==> src/rtl/dot_matrix_pkg.sv <==
// Shared constants and types for the 16x16 dot matrix row scanner.
// Imported by the scanner top and its row decoder.
package dot_matrix_pkg;
  localparam int MATRIX_ROWS = 16;
  localparam int MATRIX_COLS = 16;
  localparam int ROW_IDX_W   = 4;

  typedef enum logic [1:0] {
    IDLE,
    BLANK,
    DRIVE
  } scan_state_t;
endpackage

==> src/rtl/row_onehot_dec.sv <==
// 4-to-16 one-hot row decoder with optional active-low polarity.
// Ports: i_idx row index, i_active_low invert, o_row decoded drive.
import dot_matrix_pkg::*;

module row_onehot_dec (
  input  logic [ROW_IDX_W-1:0]   i_idx,
  input  logic                   i_active_low,
  output logic [MATRIX_ROWS-1:0] o_row
);
  logic [MATRIX_ROWS-1:0] w_hot;

  always_comb begin
    w_hot        = '0;
    w_hot[i_idx] = 1'b1;
    o_row        = w_hot ^ {MATRIX_ROWS{i_active_low}};
  end
endmodule

==> src/rtl/dot_matrix_scanner.sv <==
// Row-scan driver: BLANK gap, then DRIVE one row with captured columns.
// Ports: clk, rst_n, enable, col_in -> row_bin, dot_row, dot_col, frame_tick.
import dot_matrix_pkg::*;

module dot_matrix_scanner #(
  parameter int BLANK_CYCLES   = 2,
  parameter int ON_CYCLES      = 4,
  parameter int ROW_ACTIVE_LOW = 0,
  parameter int COL_ACTIVE_LOW = 0
) (
  input  logic                   clk,
  input  logic                   rst_n,
  input  logic                   enable,
  input  logic [MATRIX_COLS-1:0] col_in,
  output logic [ROW_IDX_W-1:0]   row_bin,
  output logic [MATRIX_ROWS-1:0] dot_row,
  output logic [MATRIX_COLS-1:0] dot_col,
  output logic                   frame_tick
);
  localparam int MAXC  = (BLANK_CYCLES > ON_CYCLES) ? BLANK_CYCLES : ON_CYCLES;
  localparam int CNT_W = (MAXC < 2) ? 1 : $clog2(MAXC);

  localparam logic [CNT_W-1:0] B_LAST = CNT_W'(BLANK_CYCLES - 1);
  localparam logic [CNT_W-1:0] O_LAST = CNT_W'(ON_CYCLES - 1);

  localparam logic ROW_POL = (ROW_ACTIVE_LOW != 0);
  localparam logic COL_POL = (COL_ACTIVE_LOW != 0);

  localparam logic [MATRIX_ROWS-1:0] ROW_OFF = {MATRIX_ROWS{ROW_POL}};
  localparam logic [MATRIX_COLS-1:0] COL_OFF = {MATRIX_COLS{COL_POL}};

  scan_state_t r_state, w_nxt_state;
  logic [CNT_W-1:0]       r_cnt, w_nxt_cnt;
  logic [ROW_IDX_W-1:0]   r_row_bin, w_nxt_row;
  logic [MATRIX_ROWS-1:0] r_dot_row, w_nxt_dot_row, w_dec_row;
  logic [MATRIX_COLS-1:0] r_dot_col, w_nxt_dot_col;
  logic                   r_tick, w_nxt_tick, w_lit;

  row_onehot_dec u_dec (
    .i_idx        (r_row_bin),
    .i_active_low (ROW_POL),
    .o_row        (w_dec_row)
  );

  always_ff @(posedge clk or negedge rst_n) begin
    if (!rst_n) begin
      r_state   <= IDLE;
      r_cnt     <= '0;
      r_row_bin <= '0;
      r_dot_row <= ROW_OFF;
      r_dot_col <= COL_OFF;
      r_tick    <= 1'b0;
    end else begin
      r_state   <= w_nxt_state;
      r_cnt     <= w_nxt_cnt;
      r_row_bin <= w_nxt_row;
      r_dot_row <= w_nxt_dot_row;
      r_dot_col <= w_nxt_dot_col;
      r_tick    <= w_nxt_tick;
    end
  end

  always_comb begin
    w_nxt_state = r_state;
    w_nxt_cnt   = r_cnt + 1'b1;
    w_nxt_row   = r_row_bin;
    if (!enable) begin
      w_nxt_state = IDLE;
      w_nxt_cnt   = '0;
      w_nxt_row   = '0;
    end else begin
      unique case (r_state)
        IDLE: begin
          w_nxt_state = BLANK;
          w_nxt_cnt   = '0;
          w_nxt_row   = '0;
        end
        BLANK: begin
          if (r_cnt == B_LAST) begin
            w_nxt_state = DRIVE;
            w_nxt_cnt   = '0;
          end
        end
        DRIVE: begin
          if (r_cnt == O_LAST) begin
            w_nxt_state = BLANK;
            w_nxt_cnt   = '0;
            w_nxt_row   = r_row_bin + 1'b1;
          end
        end
        default: begin
          w_nxt_state = IDLE;
          w_nxt_cnt   = '0;
          w_nxt_row   = '0;
        end
      endcase
    end
  end

  // Outputs are registered, so they are computed from the next state.
  // The row never changes on entry to DRIVE, so r_row_bin feeds the decoder.
  always_comb begin
    w_lit         = (w_nxt_state == DRIVE);
    w_nxt_dot_row = w_lit ? w_dec_row : ROW_OFF;
    w_nxt_dot_col = COL_OFF;
    if (w_lit && r_state == BLANK)
      w_nxt_dot_col = col_in ^ COL_OFF;
    else if (w_lit)
      w_nxt_dot_col = r_dot_col;
    // Tick lands on the final lit clock of row 15.
    w_nxt_tick = w_lit && (w_nxt_cnt == O_LAST)
                 && (r_row_bin == ROW_IDX_W'(MATRIX_ROWS - 1));
  end

  assign row_bin    = r_row_bin;
  assign dot_row    = r_dot_row;
  assign dot_col    = r_dot_col;
  assign frame_tick = r_tick;
endmodule

==> config.mk <==
export PLATFORM = sky130hd
export DESIGN_NAME = dot_matrix_scanner
export DESIGN_NICKNAME = d
export VERILOG_FILES = /design/src/rtl/dot_matrix_pkg.sv /design/src/rtl/row_onehot_dec.sv /design/src/rtl/dot_matrix_scanner.sv
export SDC_FILE = /design/constraint.sdc
export NUM_CORES = 1
export LEC_CHECK = 0
export ABC_AREA = 1
export BUFFER_PORTS_ARGS = -buffer_cell sky130_fd_sc_hd__buf_4
export CORE_UTILIZATION = 45
export DETAILED_ROUTE_END_ITERATION = 10
export GPL_TIMING_DRIVEN = 0
export HOLD_SLACK_MARGIN = 0.02
export PLACE_DENSITY = 0.72
export SLEW_MARGIN = 20
export SYNTH_ARGS = -nofsm -noshare
export SYNTH_HDL_FRONTEND = slang
export SYNTH_SLANG_ARGS = --single-unit
==> constraint.sdc <==
create_clock -name clk -period 1.5 [get_ports clk]
set_clock_uncertainty 0.1 [all_clocks]
set_input_delay 0.15 -clock clk [delete_from_list [all_inputs] [get_ports clk]]
set_output_delay 0.15 -clock clk [all_outputs]
set_load 0.02 [all_outputs]
# --- After elaboration in Yosys (flattened, before gate mapping) ---
# Cells that the tools add are included.
totals:
  regBits: 41
  in_bits: 19
  out_inout_bits: 37
  wordCells: 42
classes:
  n_addsub: 2
  magnitude_cmp: 2
  eq_ne: 10
  mux: 16
  reduce_logical: 6
op_table:
  columns: ["op", "n"]
  rows:
  - ["$mux 16", 3]
  - ["$mux 2", 6]
  - ["$eq 2x2->1 const B", 4]
  - ["$mux 4", 2]
  - ["$pmux 4 s2", 1]
  - ["$pmux 2 s3", 1]
  - ["$lt 4x5->1 const B", 1]
  - ["$add 4x1->4 const B", 1]
  - ["$demux 1 s4", 1]
  - ["$eq 2x1->1 const B", 2]
  - ["$eq 4x4->1 const B", 1]
  - ["$ge 4x1->1 const B", 1]
  - ["$logic_and 1x1->1", 4]
  - ["$pmux 2 s2", 1]
  - ["$ne 3x3->1 const B", 1]
  - ["$add 2x1->2 const B", 1]
  - ["$logic_not 2->1", 1]
  - ["$ne 2x1->1 const B", 1]
  - ["$ne 2x2->1 const B", 1]
  - ["$reduce_and 2->1", 1]
  - ["$mux 1", 1]

# --- Longest topological paths before layout ---
# Gate-level depths: netlist of run 1.
logic_depth:
  ltp_word: 7
  depth_mapped: 10

# --- By module ---
# A second synthesis of run 1 with hierarchy kept.
unflattened:
  cells_unflattened: 271
  area_unflattened_um2: 2224.6
by_module_without_submodules:
  columns: ["module", "n_inst", "cells_per_inst", "area_per_inst_um2"]
  rows:
  - ["dot_matrix_scanner", 1, 190, 1883.1]
  - ["row_onehot_dec", 1, 81, 341.6]

# --- Least setup slack after synthesis of run 1 ---
# No wires, ideal clock.
synth_path:
  path_kind: "reg2reg"
  startpoint: "register r_state[1]"
  endpoint: "register r_dot_col[10], in the netlist dot_col[10]"
  setup_time_ns: 0.065
  t_arrival_ns: 1.467
  required_ns: 1.335
  setup_slack_ns: -0.132
  path_stages_with_launch: 11
  n_path_buf: 2
  period_less_slack_ns: 1.632
  path_cell_list: "dfrtp_1 > inv_1 > ha_1 > buf_6 > nand2_1 > nand2_2 > nand3_4 > nor2_8 > buf_6 > nand3_1 > nand2_1"
synth_between:
  elab_chain_cells: 6
  word_cells_on_any_way: 11
  classes_between: "4 x eq/ne; 5 x mux; 2 x reduce/logical"
synth_rtl:
  columns: ["item", "line", "source"]
  rows:
  - ["start: declaration", "dot_matrix_scanner.sv:32", "scan_state_t r_state, w_nxt_state;"]
  - ["start signal: assignment", "dot_matrix_scanner.sv:54", "r_state <= w_nxt_state;"]
  - ["$eq 2x2->1 (tied with other cells)", "dot_matrix_scanner.sv:72", "unique case (r_state)"]
  - ["$pmux 2 s3", "dot_matrix_scanner.sv:72", null]
  - ["$mux 2", "dot_matrix_scanner.sv:67", "if (!enable) begin"]
  - ["$eq 2x2->1", "dot_matrix_scanner.sv:103", "w_lit = (w_nxt_state == DRIVE);"]
  - ["$logic_and 1x1->1", "dot_matrix_scanner.sv:106", "if (w_lit && r_state == BLANK)"]
  - ["$ne 2x1->1 (no source line) / $mux 16 (equally long branches)", null, null]
  - ["end signal: assignment", "dot_matrix_scanner.sv:58", "r_dot_col <= w_nxt_dot_col;"]
  - ["end: declaration", "dot_matrix_scanner.sv:36", "logic [MATRIX_COLS-1:0] r_dot_col, w_nxt_dot_col;"]
# Parallel ways exist; a longest one is shown, timed or not.
# A chain may end at the register's enable or synchronous reset.

# --- Worst setup path after layout of run 1 ---
layout_path:
  startpoint: "register r_state[1]"
  endpoint: "register r_dot_col[6], in the netlist dot_col[6]"
# The elaborated chain is that of the path after synthesis.

==> run summary, run 1 <==
The number of filler cells placed in the layout is 244. The average vias per placed instance came out at 4.960. The initial cell density of the core is 47.89%. The critical path is of the flip-flop to flip-flop type. The overall overflow remaining after global route is 0.

0 antenna diodes ended up in the layout. The count of nets after finishing came out at 307. Each instance of the synthesized netlist takes up on average 9.798 um^2. The tightest min-delay check is of the primary input to flip-flop type. The synthesized netlist net count came out at 213. The launching element type of the critical path is a flip-flop. The mapped cell area came out at 0.001793 mm^2. The maximum clock frequency came out at 0.5892 GHz. The fraction of layout instances using a drive strength above 1 is 44.96%.

The number of global-route vias before repair is 1540. The clock insertion delay at the later pin of the skew report is 0.29 ns. The total number of clock tree sinks is 41.

Clock-pin slew was measured on the worst setup and hold paths at 0.08 ns. At the placement stage, the worst setup path has a slack of -0.2501 ns. The final reports fail on setup timing.

Setup violations remaining at the end of the flow were counted as 34. The largest fanout on the critical path is 8. The first routing iteration left 97 violations.

The worst voltage drop across the vdd grid came out at 0.5080 mV. The tree is rooted in a sky130_fd_sc_hd__clkbuf_8. The die outline height is 65.12 um.

The switching power total is 490.2 uW. The number of antenna-violating nets in the routed design came out at 0. The worst setup path is captured at a flip-flop. The sequential element share of the synthesized area is 57.22%.

The max-slew headroom at the worst pin is 57.73%. The fraction of power spent switching nets is 24.24%. The total instance count after detailed placement came out at 286.

The number of maximum-capacitance violations came out at 0. The final critical-path share of the clock period is 113.2%. The number of clock buffers added by TritonCTS is 5. The DRC violation count after routing is 0. The max-slew violation count came out at 0. The clock tree from TritonCTS is yes.

The share of power burned in combinational logic is 10.8%. Entering global routing, the biggest net connects 42 pins. The number of synthesis warnings came out at 0. The worst path setup slack after routing is -0.1973 ns. The initialized floorplan defines 22 standard-cell rows.

The share of total power in sequential cells came out at 55.1%. The total of flip-flops plus latches after synthesis came out at 41. The wire length reported by the detailed router came out at 4417 um. The wire length per cell after detailed routing came out at 13.55 um.

At the worst endpoint, the required time is 1.62 ns. Counting along the longest clock path gives a buffer depth of 2. At the worst endpoint, the arrival time is 1.82 ns. The final non-filler cell total is 326. The count of endpoints failing hold in the final timing report came out at 0.

Summed over all nets, the half-perimeter wirelength after detailed placement is 2611 um. The static leakage power is 1.501 nW. The die boundary width is 65.12 um.

The overall die area is 0.004241 mm^2. The wire length of the first global-routing pass is 6989 um. The clock tree synthesis step divided the H-tree into 2 levels. Setup repair after global routing could not meet its margin everywhere. The run finished, with violations left.

The number of antenna violations at the first check in global routing came out at 0. The detailed-route via count is 1617. The core area is 0.003744 mm^2.

The length of the first detailed-routing pass in iterations is 4. The number of distinct library cells after synthesis came out at 20. The measured slew at the worst slew-check pin is 0.6341 ns. The placer congestion estimate came out at 0.7726. The total routing usage reported by global routing came out at 22.08%. The number of top-level pins is 56. The number of instances in the synthesized netlist is 183.

The internal power of the cells came out at 1.532 mW. The area added between synthesis and finish came out at 58.62%. The clock network is responsible for 34.1% of the overall power. The power per unit of standard cell area came out at 711.0 mW/mm^2.

Measured on the finished design, the core utilization comes to 75.97%. The time the worst path needs with I/O delays and setup is 1.697 ns. The number of I/O port buffers is 55.
-- final cells by class --
type / count / area [um^2] / area share [%]
Clock inverter: 3 / 17.52 / 0.6159
Buffer: 6 / 53.80 / 1.892
Sequential cell: 41 / 1027 / 36.12
Tap cell: 48 / 60.06 / 2.112
Inverter: 20 / 77.57 / 2.728
Timing Repair Buffer: 86 / 715.7 / 25.16
Multi-Input combinational cell: 117 / 823.3 / 28.95
Clock buffer: 5 / 68.82 / 2.420
-- critical path: stages (launching register included) --
cell	delay (ns)
sky130_fd_sc_hd__dfrtp_1	0.41
sky130_fd_sc_hd__inv_2	0.09
sky130_fd_sc_hd__ha_4	0.15
sky130_fd_sc_hd__buf_6	0.10
sky130_fd_sc_hd__nand2_2	0.05
sky130_fd_sc_hd__nand2_2	0.07
sky130_fd_sc_hd__nand3_4	0.11
sky130_fd_sc_hd__nor2_8	0.22
sky130_fd_sc_hd__buf_6	0.17
sky130_fd_sc_hd__nand3_2	0.06
sky130_fd_sc_hd__nand2_1	0.10
-- flip-flops by register name, summed over array words and instances, names as in the netlist --
| register | count |
|---|---|
| frame_tick | 1 |
| row_bin | 4 |
| dot_row | 16 |
| r_cnt | 2 |
| dot_col | 16 |
| r_state | 2 |
-- repair_timing --
| item | 4_1_cts | 5_1_grt |
|---|---|---|
| hold buffers | 17 | 0 |
| endpoints found under the hold margin | 57 | 0 |
| endpoints found under the setup margin | 34 | 34 |
| cloned | 4 | 0 |
| gates resized for setup | 23 | 23 |
| buffers inserted | 8 | 3 |
| pin swaps | 12 | 14 |
-- stage by stage --
step | total power [mW] | instance area, um^2 | setup TNS [ns] | hold WS, ns
floorplan | 1.197 | 1823 | -0.6253 | -0.2456
global placement | 1.272 | 2296 | -5.861 | 0.05704
detailed placement | 1.272 | 2296 | -6.704 | 0.05983
CTS | 2.016 | 2745 | -5.267 | 0.03582
global route | 2.106 | 2844 | -8.390 | 0.08335
finish | 2.022 | 2844 | -5.262 | 0.07072
-- kinds of logic (layout without fill, tap and decap cells) --
logic type      Yosys count  count (layout)  synth area share [%]
compound gates            7               7                 2.093
xor+xnor                  1               1                0.4886
fa+ha+maj                11              11                 7.676
buf+inv                  26             120                 7.187
flops                    41              41                 57.22
simple gates             97              98                 25.33
-- cell usage in the layout, fill, tap and decap left out, types with 2 or more instances in the layout --
| master | n |
|---|---|
| sky130_fd_sc_hd__nand2_1 | 25 |
| sky130_fd_sc_hd__dfrtp_1 | 40 |
| sky130_fd_sc_hd__inv_1 | 15 |
| sky130_fd_sc_hd__nand3_1 | 20 |
| sky130_fd_sc_hd__dlygate4sd3_1 | 17 |
| sky130_fd_sc_hd__nor2_2 | 2 |
| sky130_fd_sc_hd__nand3_2 | 17 |
| sky130_fd_sc_hd__o21ai_0 | 4 |
| sky130_fd_sc_hd__nand2_4 | 4 |
| sky130_fd_sc_hd__nand3_4 | 2 |
| sky130_fd_sc_hd__inv_2 | 4 |
| sky130_fd_sc_hd__ha_4 | 2 |
| sky130_fd_sc_hd__buf_6 | 8 |
| sky130_fd_sc_hd__o22ai_1 | 2 |
| sky130_fd_sc_hd__buf_4 | 64 |
| sky130_fd_sc_hd__ha_1 | 8 |
| sky130_fd_sc_hd__nand2_2 | 6 |
| sky130_fd_sc_hd__clkinv_2 | 2 |
| sky130_fd_sc_hd__clkbuf_8 | 5 |
| sky130_fd_sc_hd__nor2_1 | 17 |
-- metal layers --
metal	GRT usage [%]	routed length (um)
met1	29.36	1914
met2	35.29	2202
met3	3.125	178
met4	11.41	121
met5	0	0
-- power groups by stage --
stage	logic [mW]	registers, mW	clock network (mW)
global route	0.236	1.11	0.755
CTS	0.196	1.11	0.707
floorplan	0.0615	1.14	0
global placement	0.136	1.14	0
finish	0.218	1.11	0.690
detailed placement	0.136	1.14	0
-- cells in the mapped netlist --
master	number	area, um^2
sky130_fd_sc_hd__nor2_2	1	6.260
sky130_fd_sc_hd__buf_2	1	5.000
sky130_fd_sc_hd__inv_2	1	3.750
sky130_fd_sc_hd__dfrtp_1	41	1026
sky130_fd_sc_hd__nand2_2	1	6.260
sky130_fd_sc_hd__inv_1	19	71.32
sky130_fd_sc_hd__nand4_1	1	6.260
sky130_fd_sc_hd__nand3_1	38	190.2
sky130_fd_sc_hd__clkbuf_1	1	3.750
sky130_fd_sc_hd__buf_6	4	45.04
sky130_fd_sc_hd__nand2_1	34	127.6
sky130_fd_sc_hd__and2_1	1	6.260
sky130_fd_sc_hd__ha_1	11	137.6
sky130_fd_sc_hd__nor2_8	1	20.02
sky130_fd_sc_hd__o22ai_1	2	12.51
sky130_fd_sc_hd__nor2_1	18	67.56
sky130_fd_sc_hd__and3_1	1	6.260
sky130_fd_sc_hd__o21ai_0	5	25.02
sky130_fd_sc_hd__nand3_4	1	17.52
sky130_fd_sc_hd__xor2_1	1	8.760
-- worst paths after layout --
path,slack (ns),depth (start not counted),end,startpoint
max,-0.20,10,dot_col[6],r_state[1]
min,0.07,3,row_bin[0],enable
max reg2reg,-0.20,10,dot_col[6],r_state[1]
min reg2reg,0.41,2,dot_col[1],dot_col[1]
max in group asynchronous,0.65,2,r_state[0],rst_n
min in group asynchronous,0.27,2,row_bin[1],rst_n
Power figures use the tool's default switching activity.
==> inputs of run 2 (changes only) <==
CAP_MARGIN = 20   (was unset)
CORE_UTILIZATION = 48   (was 45)
PLACE_DENSITY = 0.74   (was 0.72)
SYNTH_HIERARCHICAL = 1   (was unset)
==> run 2 against run 1 <==
The run still ends with setup timing left. Utilization is 1.8 points lower. Power up 15%. Cell area grew 15%. Flip-flop and latch count stayed put. First-iteration DRC count increased by 31%. Routed wire length increased by 25%. Via count up 29%. Largest power group unchanged. Highest routed layer unchanged.
==> run summary, run 2 <==
The share of total power in sequential cells came out at 47.9% (was 55.1%). The count of nets after finishing is 392 (was 307). The maximum clock frequency came out at 0.5920 GHz (was 0.5892 GHz). The detailed-route via count came out at 2092 (was 1617). The fraction of power spent switching nets came out at 23.64% (was 24.24%). The DRC violation count after routing came out at 0 (unchanged). The number of maximum-capacitance violations is 0 (unchanged). The number of distinct library cells after synthesis is 26 (was 20). The share of Yosys cell area claimed by the top area cell type came to 46.12% (was 57.22%). The row count came out at 24 (was 22).

The wire length reported by the detailed router is 5527 um (was 4417 um). The total of flip-flops plus latches after synthesis came out at 41 (unchanged). The largest fanout on the critical path came out at 10 (was 8). The total routing usage reported by global routing is 24.76% (was 22.08%).

Violations in the final reports: setup timing (unchanged). The number of global-route vias before repair is 2043 (was 1540). The most frequently used flop master after synthesis was sky130_fd_sc_hd__dfrtp_1 (unchanged).

The kind of cell adding the most delay to the critical path is simple AND/OR/NAND/NOR gates (unchanged). The power per unit of standard cell area is 710.7 mW/mm^2 (was 711.0 mW/mm^2). The overall die area is 0.004911 mm^2 (was 0.004241 mm^2). The kind of end point of the critical path is a flip-flop (unchanged).

The number of synthesis warnings is 6 (was 0). The type of the tightest min-delay check was primary input to flip-flop (unchanged). The delay of the slowest cell on the worst path was 0.39 ns (was 0.41 ns). The post-detailed-placement half-perimeter wirelength is 3417 um (was 2611 um). The area added between synthesis and finish came out at 47.24% (was 58.62%). The wire length per cell after detailed routing came out at 13.22 um (was 13.55 um). The violation count after the first detailed-routing iteration is 127 (was 97). The buffering stage count on the worst path with inverters included came to 3 (unchanged). The number of buffers added by the clock tree synthesis step came out at 5 (unchanged). The wire length of the first global-routing pass is 9446 um (was 6989 um). The clock insertion delay at the later pin of the skew report was 0.30 ns (was 0.29 ns). The placer congestion estimate is 0.8321 (was 0.7726).

The number of antenna-violating nets in the routed design is 0 (unchanged). The synthesized netlist net count came out at 298 (was 213). The static leakage power is 1.789 nW (was 1.501 nW). The length of the first detailed-routing pass in iterations came out at 4 (unchanged). The worst voltage drop across the vdd grid came out at 0.3479 mV (was 0.5080 mV). The path type of the worst setup path is flip-flop to flip-flop (unchanged). The max-slew violation count came to 0 (unchanged). The number of top-level pins came out at 56 (unchanged). The post-route core utilization is 74.21% (was 75.97%). The clock tree from TritonCTS was yes (unchanged). Outcome: complete, but fails checks (unchanged). The number of diodes added for antenna fixing came out at 0 (unchanged). The mapped cell area is 0.002225 mm^2 (was 0.001793 mm^2).

The count of endpoints failing hold in the final timing report is 0 (unchanged). Most used cells in the layout excluding fill and tap cells: 72 x sky130_fd_sc_hd__nand2_1, 69 x sky130_fd_sc_hd__buf_4, 43 x sky130_fd_sc_hd__nand3_1, 40 x sky130_fd_sc_hd__dfrtp_1, 32 x sky130_fd_sc_hd__inv_1 (was 64 x sky130_fd_sc_hd__buf_4, 40 x sky130_fd_sc_hd__dfrtp_1, 25 x sky130_fd_sc_hd__nand2_1, 20 x sky130_fd_sc_hd__nand3_1). The most common cell after layout, fill and taps aside is sky130_fd_sc_hd__nand2_1 (was sky130_fd_sc_hd__buf_4). The post-CTS clock slew at the launch and capture registers of the worst setup and hold paths is 0.08 ns (about the same).

The library cell with the highest instance count after synthesis was sky130_fd_sc_hd__nand2_1 (was sky130_fd_sc_hd__dfrtp_1). The number of synthesized flops with an enable pin came out at 0 (unchanged). The internal power of the cells was 1.777 mW (was 1.532 mW).

The number of antenna violations at the first check in global routing came out at 0 (unchanged). The maximum clock insertion buffer count came out at 2 (unchanged). The overall overflow remaining after global route came to 0 (unchanged). The arrival time reported for the critical path endpoint came to 1.82 ns (about the same).

The clock power share came to 40.0% (was 34.1%). Cell breakdown of the critical path: inv_2, ha_4, buf_6, nand2_2, nand2_2, nand3_4, nor2_8, buf_6, nand3_1, nand2_1 (was inv_2, ha_4, buf_6, nand2_2, nand2_2, nand3_4, nor2_8, buf_6, nand3_2, nand2_1). The critical path depth is 10 (unchanged). The cell accounting for the most synthesized area was sky130_fd_sc_hd__dfrtp_1 (unchanged). The die boundary width came out at 70.08 um (was 65.12 um). The time the worst path needs with I/O delays and setup came out at 1.689 ns (was 1.697 ns). The launching element type of the critical path is a flip-flop (unchanged).

The pin count of the biggest net entering global routing is 42 (unchanged). The average instance area after synthesis came to 8.209 um^2 (was 9.798 um^2). The max-slew headroom at the worst pin came out at 65.94% (was 57.73%). The share of flip-flops with an asynchronous set or reset after synthesis came out at 100.0% (unchanged). The data required time of the worst path came to 1.63 ns (was 1.62 ns). The cell at the root of the clock tree is sky130_fd_sc_hd__clkbuf_8 (unchanged).

The die outline height is 70.08 um (was 65.12 um). The core area came out at 0.004414 mm^2 (was 0.003744 mm^2). The number of cells traversed by the worst register-to-register path is 10 (unchanged). The measured slew at the worst slew-check pin came out at 0.5109 ns (was 0.6341 ns). The share of power burned in combinational logic came out at 12.1% (was 10.8%). The final critical-path share of the clock period was 112.6% (was 113.2%). The worst hold-check slack came out at 0.03969 ns (was 0.07072 ns). The worst path setup slack after routing is -0.1892 ns (was -0.1973 ns). The final setup violation count came to 34 (unchanged). The sequential element share of the synthesized area came to 46.12% (was 57.22%). The maximum level of the CTS H-tree came out at 2 (unchanged). The fraction of layout instances using a drive strength above 1 is 37.43% (was 44.96%). Synth top area cells: sky130_fd_sc_hd__dfrtp_1 46%, sky130_fd_sc_hd__nand2_1 13%, sky130_fd_sc_hd__nand3_1 12% (was sky130_fd_sc_hd__dfrtp_1 57%, sky130_fd_sc_hd__nand3_1 11%, sky130_fd_sc_hd__ha_1 7.7%). The initial cell density of the core came to 50.40% (was 47.89%). The standard cell with the maximum stage delay on the critical path is sky130_fd_sc_hd__dfrtp_1 (unchanged). The number of I/O port buffers is 55 (unchanged). The number of instances in the synthesized netlist is 271 (was 183).

The average vias per placed instance was 5.005 (was 4.960). The cell count of the worst hold path came out at 3 (unchanged). Most frequent cells after synthesis: 75 x sky130_fd_sc_hd__nand2_1, 55 x sky130_fd_sc_hd__nand3_1, 41 x sky130_fd_sc_hd__dfrtp_1 (was 41 x sky130_fd_sc_hd__dfrtp_1, 38 x sky130_fd_sc_hd__nand3_1, 34 x sky130_fd_sc_hd__nand2_1).

The switching power total came out at 550.4 uW (was 490.2 uW). RSZ-0062 raised after global routing: yes (unchanged). The total number of clock tree sinks is 41 (unchanged).
-- run 2: changes by cell type in the layout (fill, tap and decap cells not counted), sizes merged, moves of 2 or more --
cell	delta
clkinv	-2
nand3	+17
inv	+20
buf	+3
nand2	+41
clkbuf	+4
ha	-3
nor2	+8
-- run 2: final timing paths --
path,from,to,slack [ns]
max reg2reg,r_state[1],dot_col[9],-0.19
min in group asynchronous,rst_n,dot_col[15],0.27
min,enable,row_bin[1],0.04
min reg2reg,dot_col[2],dot_col[2],0.41
max,r_state[1],dot_col[9],-0.19
max in group asynchronous,rst_n,r_state[0],0.66
-- run 2: metal layers --
metal | vias up | part of all wire [%] | global-route usage, %
met5 | - | 0 | 0
met4 | 0 | 1.8 | 9.333
met3 | 7 | 5.7 | 5.051
met2 | 77 | 50 | 42.20
met1 | 981 | 42 | 30.89
li1 | 1027 | - | -
-- run 2: logic make-up after synthesis --
group | count (synthesis) | share of synthesized area [%]
and+or+nand+nor | 163 | 36.16
buffers and inverters | 50 | 10.91
DFF | 41 | 46.12
adders and majority gates | 8 | 4.500
AOI/OAI and AO/OA | 7 | 1.744
xor gates and xnor gates | 1 | 0.3938
other | 1 | 0.1686
-- run 2: worst min-delay path, delay by kind of cell --
family        cells  cell delay [ns]
simple gates      2             0.13
buf+inv           1             0.12
-- run 2: metrics by stage --
stage / setup TNS (ns) / total power [mW] / cells / setup WS, ns / area (um^2)
finish: -4.453 / 2.328 / 418 / -0.1892 / 3276
floorplan: -1.563 / 1.256 / 271 / -0.06928 / 2330
global placement: -4.996 / 1.336 / 378 / -0.1949 / 2808
global route: -7.220 / 2.414 / 418 / -0.2639 / 3276
CTS: -3.464 / 2.327 / 418 / -0.1452 / 3264
detailed placement: -6.416 / 1.338 / 378 / -0.2418 / 2808
-- run 2: power by group through the flow --
stage               sequential [mW]  combinational (mW)  clock [mW]
floorplan                      1.14               0.118           0
global placement               1.14               0.198           0
detailed placement             1.14               0.200           0
CTS                            1.11               0.269       0.944
global route                   1.12               0.310       0.989
finish                         1.11               0.282       0.931
-- run 2: cell type report --
class | instances | area [um^2]
buffer | 10 | 95.09
clock buffer | 7 | 86.33
clock inverter | 1 | 30.03
fill | 301 | 1139
inverter | 40 | 157.7
multi-input combinational | 180 | 1095
sequential | 41 | 1027
tap | 52 | 65.06
timing repair buffer | 87 | 719.4
-- run 2: what timing repair did --
action / 4_1_cts / 5_1_grt
hold endpoints to repair: 57 / 0
buffers inserted: 14 / 0
resized for setup: 14 / 5
endpoints found under the setup margin: 34 / 37
pin swaps: 6 / 1
hold buffers: 17 / 0
gates cloned: 1 / 0
